$ cat config.mk
export PLATFORM = sky130hd
export DESIGN_NAME = uart_tx_arbiter_flat
export DESIGN_NICKNAME = d
export VERILOG_FILES = /design/src/rtl/uart_tx_arbiter_if.sv /design/src/rtl/uart_tx_arbiter.sv /design/src/flat_wrapper.sv
export SDC_FILE = /design/constraint.sdc
export NUM_CORES = 1
export LEC_CHECK = 0
export ABC_AREA = 1
export CAP_MARGIN = 20
export CORE_UTILIZATION = 30
export CTS_CLUSTER_SIZE = 10
export DETAILED_ROUTE_END_ITERATION = 12
export HOLD_SLACK_MARGIN = 0.12
export SLEW_MARGIN = 0
export SYNTH_ARGS = -nofsm -noshare
export SYNTH_HDL_FRONTEND = slang
export SYNTH_SLANG_ARGS = --single-unit
$ cat constraint.sdc
create_clock -name i_tick -period 3.6 [get_ports i_tick]
set_input_delay 0.36 -clock i_tick [delete_from_list [all_inputs] [get_ports i_tick]]
set_output_delay 0.36 -clock i_tick [all_outputs]
set_load 0.02 [all_outputs]
$ cat src/rtl/uart_tx_arbiter_if.sv
// Handshake bundle between the byte requesters / UART transmitter (master side)
// and the transmit arbiter (slave side).
interface uart_tx_arbiter_if;
    logic [3:0]  req;
    logic [31:0] req_data;
    logic [3:0]  ack;
    logic [1:0]  grant_id;
    logic        busy;
    logic        tx_start;
    logic [7:0]  tx_data;
    logic        tx_done;
    logic        timeout_err;

    modport master (
        output req, req_data, tx_done,
        input  ack, grant_id, busy, tx_start, tx_data, timeout_err
    );

    modport slave (
        input  req, req_data, tx_done,
        output ack, grant_id, busy, tx_start, tx_data, timeout_err
    );
endinterface

$ cat src/rtl/uart_tx_arbiter.sv
// Round-robin arbiter feeding one UART transmitter from four byte requesters.
// Each grant runs start, wait for done to clear, wait for done to set, one-tick gap.
module uart_tx_arbiter #(
    parameter int          N_REQ   = 4,
    parameter logic [15:0] TIMEOUT = 16'd2000
) (
    input  logic             i_tick,
    input  logic             i_rst_n,
    uart_tx_arbiter_if.slave io_bus
);
    // state       | meaning
    // S_IDLE      | arbitrate among pending requests
    // S_START     | tx_start high for one tick with the granted byte
    // S_WAIT_CLR  | wait for the transmitter to drop tx_done (start accepted)
    // S_WAIT_DONE | wait for tx_done to rise (stop bit reached)
    // S_GAP       | one tick so the transmitter is idle before the next start
    typedef enum logic [2:0] {
        S_IDLE,
        S_START,
        S_WAIT_CLR,
        S_WAIT_DONE,
        S_GAP
    } state_t;

    state_t      r_state;
    logic [3:0]  r_ack;
    logic [1:0]  r_grant_id;
    logic [1:0]  r_last_grant;
    logic        r_tx_start;
    logic [7:0]  r_tx_data;
    logic [15:0] r_wait_cnt;
    logic        r_timeout_err;

    logic        w_found;
    logic [1:0]  w_winner;
    logic [1:0]  w_idx;

    // Search upward from the requester after the last grant; first hit wins.
    always_comb begin
        w_found  = 1'b0;
        w_winner = r_last_grant;
        w_idx    = r_last_grant;
        for (int k = 1; k <= N_REQ; k++) begin
            w_idx = r_last_grant + 2'(k);
            if (!w_found && io_bus.req[w_idx]) begin
                w_found  = 1'b1;
                w_winner = w_idx;
            end
        end
    end

    always_ff @(posedge i_tick) begin
        if (!i_rst_n) begin
            r_state       <= S_IDLE;
            r_ack         <= '0;
            r_grant_id    <= 2'd0;
            r_last_grant  <= 2'd3;
            r_tx_start    <= 1'b0;
            r_tx_data     <= '0;
            r_wait_cnt    <= '0;
            r_timeout_err <= 1'b0;
        end else begin
            r_ack      <= '0;
            r_tx_start <= 1'b0;
            case (r_state)
                S_IDLE: begin
                    if (w_found) begin
                        r_tx_data       <= io_bus.req_data[{w_winner, 3'b000} +: 8];
                        r_grant_id      <= w_winner;
                        r_last_grant    <= w_winner;
                        r_ack[w_winner] <= 1'b1;
                        r_tx_start      <= 1'b1;
                        r_state         <= S_START;
                    end
                end
                S_START: begin
                    r_wait_cnt <= '0;
                    r_state    <= S_WAIT_CLR;
                end
                // A tx_done still high from the previous byte is not completion.
                S_WAIT_CLR: begin
                    if (!io_bus.tx_done) begin
                        r_wait_cnt <= '0;
                        r_state    <= S_WAIT_DONE;
                    end else if (r_wait_cnt == TIMEOUT - 16'd1) begin
                        r_timeout_err <= 1'b1;
                        r_state       <= S_IDLE;
                    end else begin
                        r_wait_cnt <= r_wait_cnt + 16'd1;
                    end
                end
                S_WAIT_DONE: begin
                    if (io_bus.tx_done) begin
                        r_state <= S_GAP;
                    end else if (r_wait_cnt == TIMEOUT - 16'd1) begin
                        r_timeout_err <= 1'b1;
                        r_state       <= S_IDLE;
                    end else begin
                        r_wait_cnt <= r_wait_cnt + 16'd1;
                    end
                end
                S_GAP: begin
                    r_state <= S_IDLE;
                end
                default: begin
                    r_state <= S_IDLE;
                end
            endcase
        end
    end

    assign io_bus.ack         = r_ack;
    assign io_bus.grant_id    = r_grant_id;
    assign io_bus.busy        = (r_state != S_IDLE);
    assign io_bus.tx_start    = r_tx_start;
    assign io_bus.tx_data     = r_tx_data;
    assign io_bus.timeout_err = r_timeout_err;
endmodule

$ cat src/flat_wrapper.sv
// flat-port wrapper written by rule: the top's interface ports become plain ports
module uart_tx_arbiter_flat 
#(
    parameter int          N_REQ   = 4,
    parameter logic [15:0] TIMEOUT = 16'd2000
)
  (i_tick, i_rst_n, io_bus_req, io_bus_req_data, io_bus_tx_done, io_bus_ack, io_bus_grant_id, io_bus_busy, io_bus_tx_start, io_bus_tx_data, io_bus_timeout_err);
  uart_tx_arbiter_if io_bus_i ();
  input  logic i_tick;
  input  logic i_rst_n;
  input wire logic [$bits(io_bus_i.req)-1:0] io_bus_req;
  input wire logic [$bits(io_bus_i.req_data)-1:0] io_bus_req_data;
  input wire logic [$bits(io_bus_i.tx_done)-1:0] io_bus_tx_done;
  output wire logic [$bits(io_bus_i.ack)-1:0] io_bus_ack;
  output wire logic [$bits(io_bus_i.grant_id)-1:0] io_bus_grant_id;
  output wire logic [$bits(io_bus_i.busy)-1:0] io_bus_busy;
  output wire logic [$bits(io_bus_i.tx_start)-1:0] io_bus_tx_start;
  output wire logic [$bits(io_bus_i.tx_data)-1:0] io_bus_tx_data;
  output wire logic [$bits(io_bus_i.timeout_err)-1:0] io_bus_timeout_err;
  assign io_bus_i.req = io_bus_req;
  assign io_bus_i.req_data = io_bus_req_data;
  assign io_bus_i.tx_done = io_bus_tx_done;
  assign io_bus_ack = io_bus_i.ack;
  assign io_bus_grant_id = io_bus_i.grant_id;
  assign io_bus_busy = io_bus_i.busy;
  assign io_bus_tx_start = io_bus_i.tx_start;
  assign io_bus_tx_data = io_bus_i.tx_data;
  assign io_bus_timeout_err = io_bus_i.timeout_err;
  uart_tx_arbiter #(.N_REQ(N_REQ), .TIMEOUT(TIMEOUT)) u_core (.i_tick(i_tick), .i_rst_n(i_rst_n), .io_bus(io_bus_i));
endmodule
==> results.yml <==
layout:
  final_nets: 436
  finalInstanceArea_um2: 2943
  n_antenna_cell: 0
  finish.utilization_pct: 40.57
  fill_cells: 792
  syn_to_final_growth_pct: 31.32
  layout-drive-gt1-share_pct: 12.37
place:
  dpl.hpwl_um: 4073
  place.port_buffers: 55
  place_ws_ns: 1.156
  dpl_cell_area_um2: 2856
  gp_congestion: 0.8439
clock_tree:
  cts_tree: "done"
  clk_pin_slew_ns: 0.07
  clk_latency_ns: 0.28
  cts_buffers: 5
  hold_buffers: 0
  h-tree-depth: 2
  root_buffer: "clkbuf_8"
  cts-resized-gates: 0
  ctsLongestPathBuffers: 2
  cts_num_sinks: 37
  cts_setup_buffers: 0
floorplan:
  num_rows: 31
  num_io_pins: 56
  core_um2: 7253
  start_util_pct: 30.90
  die_y_um: 88.43
  dieArea_um2: 7819
  die_x_um: 88.43
synthesis:
  synthesis.nets: 379
  syn_inst: 339
  synthFlopType: "dfxtp_1"
  syn_area_um2: 2241
  synthArstFlopShare_pct: 0
  syn_avg_cell_area_um2: 6.610
  yosysSeqAreaShare_pct: 33.05
  yosys_warnings: 0
  synth-edff-count: 0
  ys_seq_elements: 37
  synthDistinctLibCells: 31
timing:
  fmax_mhz: 447.7
  finalCriticalPeriod_ns: 2.233
  worst_pin_slew_ns: 0.7652
  worst_clock_skew_ns: 0.004625
  hold_slack_ns: 0.4647
  slew_headroom_pct: 48.80
  period_share_pct: 62.04
  finalWorstSetupSlack_ns: 1.367
  setup_viol: 0
  slew_viol_final: 0
  hold_viol_final: 0
  finalSetupTns_ns: 0
  rsz0062_at_grt: "no"
status:
  outcome: "finished clean"
global_route:
  grt_use_total_pct: 14.41
  grt_antenna_before_repair: 0
  grt_max_degree: 19
  overflow: 0
  grt_pass1_vias: 2039
  grt_pass1_wl_um: 8970
setup_path:
  cp_max_fo: 18
  crit_path_end_kind: "flop"
  arrival_ns: 2.41
  crit_required_ns: 3.78
  critPathLaunchType: "flop"
  path_class: "flop to flop"
detailed_routing:
  firstDrtPassIters: 4
  ant_nets: 0
  drt_iter0_markers: 135
  vias: 2225
  routedWlPerCell_um: 10.61
  drc_errors: 0
  drt_wl_total_um: 5253
  vias_per_cell: 4.495
power:
  p_per_area_nw_per_um2: 775.6
  max-vdd-ir-drop_uv: 329.1
  cellLeakagePower_nw: 1.305
hold_path:
  hold_path.class: "flop to flop"
run:
  maxCapViolations: 0
## critical path, stage by stage, from the launching register on
cell and delay (ns):
dfxtp_1 0.68, inv_2 0.26, nand2_1 0.11, nand2_1 0.14, nand2_2 0.14, nand2_4 0.08
clkinv_4 0.07, nand3_4 0.12, nand2_8 0.20, inv_8 0.08, nand2_1 0.06, nand2_1 0.05
nand2_1 0.06, nand3_1 0.07
## cell type report
type / count / area [µm²] / area share (%)
clock buffers: 7 / 86.33 / 2.934
inverters: 46 / 185.2 / 6.293
multi-input cells: 251 / 1256 / 42.69
flip-flops and latches: 37 / 740.7 / 25.17
well taps: 99 / 123.9 / 4.209
repair buffers: 55 / 550.5 / 18.71
## through the flow
stage | power, mW | cells
after floorplan | 1.756 | 339
after global placement | 2.007 | 488
after detailed placement | 2.023 | 488
after CTS | 2.323 | 495
after global routing | 2.512 | 495
final | 2.283 | 495
## registers in the layout (all words and copies together), names as in the netlist
name                       cells
u_core.r_last_grant            2
u_core.r_state                 3
u_core.io_bus.tx_start         1
u_core.r_wait_cnt             16
u_core.io_bus.grant_id         2
u_core.io_bus.tx_data          8
u_core.io_bus.ack              4
u_core.io_bus.timeout_err      1
## worst paths after layout
kind | startpoint | to | cells after the start | slack [ns]
worst min register to register | u_core.io_bus.grant_id[0]$_SDFFE_PN0P_ | u_core.io_bus.grant_id[0]$_SDFFE_PN0P_ | 2 | 0.46
worst max-delay path | u_core.r_last_grant[0]$_SDFFE_PN1P_ | u_core.io_bus.tx_data[4]$_SDFFE_PN0P_ | 13 | 1.37
worst max register to register | u_core.r_last_grant[0]$_SDFFE_PN1P_ | u_core.io_bus.tx_data[4]$_SDFFE_PN0P_ | 13 | 1.37
worst min-delay path | u_core.io_bus.grant_id[0]$_SDFFE_PN0P_ | u_core.io_bus.grant_id[0]$_SDFFE_PN0P_ | 2 | 0.46
## power by group
part | internal [mW] | leakage [nW] | switching (mW)
logic | 0.509 | 0.959 | 0.910
clock network | 0.152 | 0.0443 | 0.140
registers | 0.497 | 0.302 | 0.0742
total | 1.16 | 1.31 | 1.12
## synth_stat cells, types with 2 or more instances
cell type  count  share of area (%)
nand4_1        4                1.1
nor3_1         7                1.6
nand2_4        7                3.5
o21ai_1        3               0.67
nand2_2       21                5.9
nand3_2        2               0.89
nor2_4         3                1.5
dfxtp_1       37                 33
o21ai_0       11                2.5
nor2_1        33                5.5
nor4_1         2               0.56
buf_6          3                1.5
nand3_1       29                6.5
inv_1         39                6.5
a21oi_1       16                3.6
nand2_1      100                 17
nand3b_1       2               0.67
inv_2          5               0.84
a211oi_1       3                1.0
## cells in the final DEF, fill, tap and decap left out
cell / synthesis / final
nand2_1: 100 / 100
clkdlybuf4s50_1: 0 / 55
inv_1: 39 / 39
dfxtp_1: 37 / 37
nor2_1: 33 / 33
nand3_1: 29 / 29
nand2_2: 21 / 21
a21oi_1: 16 / 16
o21ai_0: 11 / 11
nor3_1: 7 / 7
nand2_4: 7 / 7
clkbuf_8: 0 / 6
inv_2: 5 / 5
nand4_1: 4 / 4
o21ai_1: 3 / 3
nor2_4: 3 / 3
a211oi_1: 3 / 3
nand3_2: 2 / 2
nand3b_1: 2 / 2
nor4_1: 2 / 2
or2_1: 1 / 1
clkinv_4: 1 / 1
nand3_4: 1 / 1
nand2_8: 1 / 1
inv_8: 1 / 1
nor2_2: 1 / 1
o311ai_0: 1 / 1
xnor2_1: 1 / 1
o31ai_1: 1 / 1
ha_1: 1 / 1
clkbuf_1: 0 / 1
## metal layers
metal	track usage (%)	vias up	part of all wire [%]
met5	0	-	0
met4	3.519	0	1.0
met3	3.172	7	4.5
met2	24.34	52	47
met1	18.67	983	48
li1	-	1183	-
## logic make-up after synthesis
group / share of synthesized area [%]
fa+ha+maj: 0.5583
compound gates: 8.431
buf+inv: 10.89
simple gates: 46.68
xor+xnor: 0.3909
flops: 33.05
Power figures use the tool's default switching activity.
